==> src/rtl/ps2_key_ctrl_if.sv <==
`default_nettype none
// ============================================================================
// Module   : ps2_key_ctrl_if
// Brief    : Signal bundle between the PS/2 byte receiver, the key sequencer
//            and the seven-segment driver.
// Revision : 1.0 - initial release
// ============================================================================
interface ps2_key_ctrl_if #(
    parameter int FIFO_DEPTH = 8,
    parameter int CNT_W      = 8
);
    logic                          in_valid;
    logic [7:0]                    in_data;
    logic                          pause;
    logic                          clr;
    logic [31:0]                   disp_data;
    logic [7:0]                    disp_en;
    logic                          key_held;
    logic [CNT_W-1:0]              key_cnt;
    logic                          overflow;
    logic [$clog2(FIFO_DEPTH):0]   fifo_level;

    // Byte source / control side
    modport master (
        output in_valid, in_data, pause, clr,
        input  disp_data, disp_en, key_held, key_cnt, overflow, fifo_level
    );

    // Sequencer side
    modport slave (
        input  in_valid, in_data, pause, clr,
        output disp_data, disp_en, key_held, key_cnt, overflow, fifo_level
    );
endinterface
`default_nettype wire

==> src/rtl/ps2_key_ctrl.sv <==
`default_nettype none
// ============================================================================
// Module   : ps2_key_ctrl
// Brief    : Buffers PS/2 scan-code bytes in a FIFO, decodes the E0/F0
//            prefix protocol, tracks the held key and a press counter, and
//            builds the hex display word and digit enables.
//            Optional macro PS2_REPEAT_CNT_EN: typematic repeats also count.
// Revision : 1.0 - initial release
// ============================================================================
module ps2_key_ctrl #(
    parameter int FIFO_DEPTH = 8,
    parameter int CNT_W      = 8
) (
    input  wire              clk,
    input  wire              rst,
    ps2_key_ctrl_if.slave    bus
);

    localparam int c_AW = $clog2(FIFO_DEPTH);
    localparam int c_LW = c_AW + 1;

    localparam logic [7:0] c_PFX_EXT = 8'hE0;
    localparam logic [7:0] c_PFX_BRK = 8'hF0;

    localparam logic [1:0] c_S_IDLE    = 2'd0;
    localparam logic [1:0] c_S_EXT     = 2'd1;
    localparam logic [1:0] c_S_BRK     = 2'd2;
    localparam logic [1:0] c_S_EXT_BRK = 2'd3;

    // ------------------------------------------------------------------
    // FIFO
    // ------------------------------------------------------------------
    logic [7:0]      r_mem [FIFO_DEPTH];
    logic [c_AW-1:0] r_wr_ptr;
    logic [c_AW-1:0] r_rd_ptr;
    logic [c_LW-1:0] r_level;

    logic            w_full;
    logic            w_pop;
    logic            w_push;
    logic            w_drop;
    logic [7:0]      w_pop_byte;

    assign w_full     = (r_level == c_LW'(FIFO_DEPTH));
    assign w_pop      = (r_level != '0) && !bus.pause;
    // A full FIFO still accepts a byte when a pop frees a slot on the same edge.
    assign w_push     = bus.in_valid && (!w_full || w_pop);
    assign w_drop     = bus.in_valid && w_full && !w_pop;
    assign w_pop_byte = r_mem[r_rd_ptr];

    // Storage array; contents are don't-care until written, so no reset.
    always_ff @(posedge clk) begin
        if (w_push) begin
            r_mem[r_wr_ptr] <= bus.in_data;
        end
    end

    // Pointer and occupancy bookkeeping.
    always_ff @(posedge clk) begin
        if (rst) begin
            r_wr_ptr <= '0;
            r_rd_ptr <= '0;
            r_level  <= '0;
        end else begin
            if (w_push) begin
                r_wr_ptr <= r_wr_ptr + c_AW'(1);
            end
            if (w_pop) begin
                r_rd_ptr <= r_rd_ptr + c_AW'(1);
            end
            r_level <= r_level + c_LW'(w_push) - c_LW'(w_pop);
        end
    end

    // ------------------------------------------------------------------
    // Prefix decoder FSM
    // ------------------------------------------------------------------
    logic [1:0] r_state;
    logic [1:0] w_state_nxt;
    logic       w_make;
    logic       w_brk;
    logic       w_code_ext;

    // State register.
    always_ff @(posedge clk) begin
        if (rst) begin
            r_state <= c_S_IDLE;
        end else begin
            r_state <= w_state_nxt;
        end
    end

    // Next state and MAKE/BREAK events for the byte popped this cycle.
    always_comb begin
        w_state_nxt = r_state;
        w_make      = 1'b0;
        w_brk       = 1'b0;
        w_code_ext  = 1'b0;
        if (w_pop) begin
            case (r_state)
                c_S_IDLE: begin
                    if (w_pop_byte == c_PFX_EXT) begin
                        w_state_nxt = c_S_EXT;
                    end else if (w_pop_byte == c_PFX_BRK) begin
                        w_state_nxt = c_S_BRK;
                    end else begin
                        w_make = 1'b1;
                    end
                end
                c_S_EXT: begin
                    if (w_pop_byte == c_PFX_BRK) begin
                        w_state_nxt = c_S_EXT_BRK;
                    end else if (w_pop_byte != c_PFX_EXT) begin
                        w_make      = 1'b1;
                        w_code_ext  = 1'b1;
                        w_state_nxt = c_S_IDLE;
                    end
                end
                c_S_BRK: begin
                    // A stray E0 after F0 resynchronises onto an extended code.
                    if (w_pop_byte == c_PFX_EXT) begin
                        w_state_nxt = c_S_EXT;
                    end else if (w_pop_byte != c_PFX_BRK) begin
                        w_brk       = 1'b1;
                        w_state_nxt = c_S_IDLE;
                    end
                end
                c_S_EXT_BRK: begin
                    if (w_pop_byte == c_PFX_EXT) begin
                        w_state_nxt = c_S_EXT;
                    end else if (w_pop_byte != c_PFX_BRK) begin
                        w_brk       = 1'b1;
                        w_code_ext  = 1'b1;
                        w_state_nxt = c_S_IDLE;
                    end
                end
                default: begin
                    w_state_nxt = c_S_IDLE;
                end
            endcase
        end
    end

    // ------------------------------------------------------------------
    // Held-key tracking and press counter
    // ------------------------------------------------------------------
    logic [7:0]       r_held_code;
    logic             r_held_ext;
    logic             r_key_held;
    logic             r_seen_make;
    logic [CNT_W-1:0] r_key_cnt;
    logic             r_overflow;

    logic             w_same;
    logic             w_cnt_inc;

    assign w_same = r_key_held && (w_pop_byte == r_held_code) &&
                    (w_code_ext == r_held_ext);

`ifdef PS2_REPEAT_CNT_EN
    assign w_cnt_inc = w_make;
`else
    assign w_cnt_inc = w_make && !w_same;
`endif

    // Held pair: a new or rolled-over MAKE latches, only a matching BREAK releases.
    always_ff @(posedge clk) begin
        if (rst) begin
            r_held_code <= '0;
            r_held_ext  <= 1'b0;
            r_key_held  <= 1'b0;
            r_seen_make <= 1'b0;
        end else begin
            if (w_make) begin
                r_seen_make <= 1'b1;
                if (!w_same) begin
                    r_held_code <= w_pop_byte;
                    r_held_ext  <= w_code_ext;
                    r_key_held  <= 1'b1;
                end
            end else if (w_brk && w_same) begin
                r_key_held <= 1'b0;
            end
        end
    end

    // Counter and sticky overflow; clr takes priority over a same-cycle event.
    always_ff @(posedge clk) begin
        if (rst) begin
            r_key_cnt  <= '0;
            r_overflow <= 1'b0;
        end else if (bus.clr) begin
            r_key_cnt  <= '0;
            r_overflow <= 1'b0;
        end else begin
            if (w_cnt_inc) begin
                r_key_cnt <= r_key_cnt + CNT_W'(1);
            end
            if (w_drop) begin
                r_overflow <= 1'b1;
            end
        end
    end

    // ------------------------------------------------------------------
    // Display word and outputs
    // ------------------------------------------------------------------
    assign bus.disp_data  = {8'h00, r_key_cnt, (r_held_ext ? 8'hE0 : 8'h00), r_held_code};
    assign bus.disp_en    = {2'b00, {2{r_seen_make}}, {2{r_key_held & r_held_ext}},
                             {2{r_key_held}}};
    assign bus.key_held   = r_key_held;
    assign bus.key_cnt    = r_key_cnt;
    assign bus.overflow   = r_overflow;
    assign bus.fifo_level = r_level;

endmodule
`default_nettype wire
==> src/flat_wrapper.sv <==
// flat-port wrapper written by rule: the top's interface ports become plain ports
module ps2_key_ctrl_flat 
#(
    parameter int FIFO_DEPTH = 8,
    parameter int CNT_W      = 8
)
  (clk, rst, bus_in_valid, bus_in_data, bus_pause, bus_clr, bus_disp_data, bus_disp_en, bus_key_held, bus_key_cnt, bus_overflow, bus_fifo_level);
  ps2_key_ctrl_if #(.FIFO_DEPTH(FIFO_DEPTH), .CNT_W(CNT_W)) bus_i ();
  input  wire clk;
  input  wire rst;
  input wire logic [$bits(bus_i.in_valid)-1:0] bus_in_valid;
  input wire logic [$bits(bus_i.in_data)-1:0] bus_in_data;
  input wire logic [$bits(bus_i.pause)-1:0] bus_pause;
  input wire logic [$bits(bus_i.clr)-1:0] bus_clr;
  output wire logic [$bits(bus_i.disp_data)-1:0] bus_disp_data;
  output wire logic [$bits(bus_i.disp_en)-1:0] bus_disp_en;
  output wire logic [$bits(bus_i.key_held)-1:0] bus_key_held;
  output wire logic [$bits(bus_i.key_cnt)-1:0] bus_key_cnt;
  output wire logic [$bits(bus_i.overflow)-1:0] bus_overflow;
  output wire logic [$bits(bus_i.fifo_level)-1:0] bus_fifo_level;
  assign bus_i.in_valid = bus_in_valid;
  assign bus_i.in_data = bus_in_data;
  assign bus_i.pause = bus_pause;
  assign bus_i.clr = bus_clr;
  assign bus_disp_data = bus_i.disp_data;
  assign bus_disp_en = bus_i.disp_en;
  assign bus_key_held = bus_i.key_held;
  assign bus_key_cnt = bus_i.key_cnt;
  assign bus_overflow = bus_i.overflow;
  assign bus_fifo_level = bus_i.fifo_level;
  ps2_key_ctrl #(.FIFO_DEPTH(FIFO_DEPTH), .CNT_W(CNT_W)) u_core (.clk(clk), .rst(rst), .bus(bus_i));
endmodule
==> config.mk <==
export PLATFORM = sky130hd
export DESIGN_NAME = ps2_key_ctrl_flat
export DESIGN_NICKNAME = d
export VERILOG_FILES = /design/src/rtl/ps2_key_ctrl_if.sv /design/src/rtl/ps2_key_ctrl.sv /design/src/flat_wrapper.sv
export SDC_FILE = /design/constraint.sdc
export NUM_CORES = 1
export LEC_CHECK = 0
export ABC_AREA = 1
export BUFFER_PORTS_ARGS = -buffer_cell sky130_fd_sc_hd__buf_2
export CAP_MARGIN = 5
export CORE_ASPECT_RATIO = 2
export CORE_UTILIZATION = 50
export CTS_BUF_LIST = sky130_fd_sc_hd__clkbuf_16
export CTS_CLUSTER_DIAMETER = 30
export CTS_CLUSTER_SIZE = 20
export DETAILED_ROUTE_END_ITERATION = 7
export HOLD_SLACK_MARGIN = 0.03
export PLACE_DENSITY = 0.74
export SYNTH_ARGS = -nofsm -noshare
export SYNTH_HDL_FRONTEND = slang
export SYNTH_SLANG_ARGS = --single-unit
export TNS_END_PERCENT = 30
==> constraint.sdc <==
create_clock -name clk -period 2.1 [get_ports clk]
set_clock_uncertainty 0.1 [all_clocks]
set_input_delay 0.105 -clock clk [delete_from_list [all_inputs] [get_ports clk]]
set_output_delay 0.105 -clock clk [all_outputs]
set_load 0.01 [all_outputs]
==> out/results.ini <==
[run_status]
status = finished with violations
violations = setup timing

[floorplanning]
fp.dieW_um = 71.6
start_util = 0.517
die_h_um = 141
coreArea_um2 = 9380
rows = 50
io_pins = 67
die_area_um2 = 10100

[clocking]
ctsRootBufferMaster = clkbuf_16
ctsLongestPathBuffers = 2
clkSinkCount = 99
cts_tree = yes
numCtsBuffers = 9
clk_pin_slew_worst_paths_ps = 70
clk_latency_ps = 340
htree_levels = 3

[grt]
antenna_found_initial = 0
grt_pass1_wl_mm = 16.6
grt_start_max_net_pins = 32
grt_overflow_total = 0
grt_pass1_vias = 3525
grtUsageTotal = 0.215

[synthesis]
yosys_warnings = 0
synth_top_area_share = 0.396
ys.flop_type = edfxtp_1
syn_area_per_cell_um2 = 8.93
synth_area_leaders = edfxtp_1 (40%), dfxtp_1 (14%), nand2_1 (9.0%), nand3_1 (6.5%), buf_4 (5.4%)
synthesis.instances = 543
synth_area_um2 = 4850
synth.top_cells.by_count = nand2_1 (116), inv_1 (69), edfxtp_1 (64)
ys_ff_latch = 99
yosysMostFrequentCell = nand2_1
synth.distinct_cells = 31
synth-edff-count = 64
ys_seq_area_frac = 0.541
async_reset_ff_frac = 0
yosys.area.top_type = edfxtp_1

[power]
swShare = 0.357
p_int_mw = 4.07
power.switching_mw = 2.26
static-leakage-power_nw = 2.57
p_seq_frac = 0.389
vdd_ir_drop_max_mv = 0.550
p_per_area_nw_per_um2 = 1090
clock_power_share = 0.242
power_frac_comb = 0.368

[critical_path]
reg2regPathDepth = 13
end_kind = register
cpMostUsedCell = nand2_1
crit_path_top_delay_cell = dfxtp_4
cp_max_fo = 31
ff2ff_setup_slack_ps = -30
cp.arrival_ps = 2260
slowest_delay_ps = 380
cp_cell_sequence = inv_8, nand2_1, nand2_1, nand2_1, nand3_1, nand2_1, a21oi_1, nand3_2, nor2_4, nand3_4, buf_4, o21ai_1, nor2_1
r2r-end = u_core.bus.key_held$_SDFFE_PP0P_
crit_type = reg2reg
cp.required_ps = 2240
start_kind = register

[routing]
vias_per_cell = 5.13
drc = 0
drtIter0Drc = 190
wl_mm = 10.5
vias = 3733
wl_per_cell_um = 14.5
drt.antenna.violating_nets = 0
firstDrtPassIters = 4

[placed_design]
dp.cells = 700
gp_congestion = 0.880
placedInstanceArea_um2 = 5290
hpwl_mm = 7.44
io_buffer_count = 51
place_ws_ps = -172

[sta]
fmax_ghz = 0.470
final-setup-viol-count = 5
period_minus_slack_ps = 2130
drv_slew = 0
finalHoldViolCount = 0
fin_crit_sh = 1.01
fin_ws_ps = -26.8
final.setup.tns_ps = -53.5
rsz0062_at_grt = yes

[min_path]
min_path_cells = 4
hold_class = in2reg
hold_start = bus_pause
hold_end = u_core.r_rd_ptr[0]$_SDFFE_PP0P_

[job]
maxCapViolCount = 0

[layout]
design_area_um2 = 5810
final_util = 0.619
drive_gt1_frac = 0.233
layout.cells.non_filler = 727
nets = 641
diodes = 0
area_growth_pct = 19.9

==> how the worst max path moves through the flow <==
stage / from / end / slack [ps] / cells past startpoint
after floorplan: u_core.bus.fifo_level[2]$_SDFF_PP0_ / u_core.bus.fifo_level[2]$_SDFF_PP0_ / 3 / 10
after global placement: register / u_core.bus.key_cnt[2]$_SDFFE_PP0P_ / -100 / 14
after detailed placement: register / u_core.bus.key_cnt[5]$_SDFFE_PP0P_ / -170 / 14
after CTS: register / u_core.bus.key_held$_SDFFE_PP0P_ / -6 / 13
after global routing: register / u_core.r_state[1]$_SDFFE_PP0P_ / -210 / 14
final: register / u_core.bus.key_held$_SDFFE_PP0P_ / -30 / 13
==> flip-flops by register name, summed over array words and instances (netlist names), named ones only <==
name,cells
u_core.bus.fifo_level,4
u_core.bus.key_cnt,8
u_core.r_held_ext,1
u_core.bus.overflow,1
u_core.r_wr_ptr,3
u_core.bus.key_held,1
u_core.r_rd_ptr,3
u_core.r_state,2
u_core.r_held_code,8
u_core.r_mem,64
u_core.r_seen_make,1
==> worst max-delay path: cells and delay by family (launching register included) <==
kind,cells,cell delay (ps)
flip-flops,1,380
AO/OA/AOI/OAI,2,330
buffers and inverters,2,340
AND/OR/NAND/NOR,9,860
==> layout make-up <==
cell class                 count  area [um2]
clock buffer                   9         225
clock inverter                 7        52.6
fill                         773        3570
inverter                      73         284
multi-input combinational    336        1740
sequential                    99        2630
tap                          104         130
timing repair buffer          99         756
==> what timing repair did <==
item / CTS / global route
hold buffers: 11 / 0
pin swaps: 1 / 4
buffers inserted: 0 / 0
gates resized for setup: 21 / 16
endpoints found under the hold margin: 74 / 0
endpoints found under the setup margin: 21 / 55
==> placed cells by master (no fill, tap or decap), drive strengths merged, types with 15 or more instances in the layout <==
cell type	synthesis	routed
conb	1	15
inv	73	76
nand2	119	119
edfxtp	64	64
a21oi	26	26
dfxtp	35	35
o21ai	19	19
buf	46	88
nor2	60	60
nand3	65	65
==> power by group through the flow <==
stage | registers, mW | clock network [mW] | logic [mW]
3_5_place_dp | 2.49 | 0 | 2.17
6_report | 2.46 | 1.53 | 2.33
5_1_grt | 2.48 | 1.62 | 2.58
3_3_place_gp | 2.48 | 0 | 2.11
2_1_floorplan | 2.49 | 0 | 1.50
4_1_cts | 2.46 | 1.55 | 2.27
==> stage by stage <==
stage	total power, mW	hold WS, ps
4_1_cts	6.28	114
3_3_place_gp	4.58	267
2_1_floorplan	3.99	104
6_report	6.33	119
5_1_grt	6.68	122
3_5_place_dp	4.66	265
==> metal layers <==
metal | routed length (um) | vias up | share of wire | GRT usage
li1 | - | 1858 | - | -
met1 | 3920 | 1720 | 0.37 | 0.223
met3 | 355 | 34 | 0.034 | 0.0322
met4 | 433 | 0 | 0.041 | 0.130
met5 | 0 | - | 0 | 0
met2 | 5830 | 121 | 0.55 | 0.393
==> logic make-up (layout without fill, tap and decap cells) <==
kind of cell,count (synthesis),after routing,share of synthesized area
AND/OR/NAND/NOR,256,256,0.234
buffers and inverters,122,188,0.133
XOR/XNOR,7,7,0.0126
adder cells (fa/ha/maj),10,10,0.0274
other,1,15,0.000774
flip-flops,99,99,0.541
AO/OA/AOI/OAI,48,48,0.0519
Note: power is estimated with default switching activity, not from simulation.
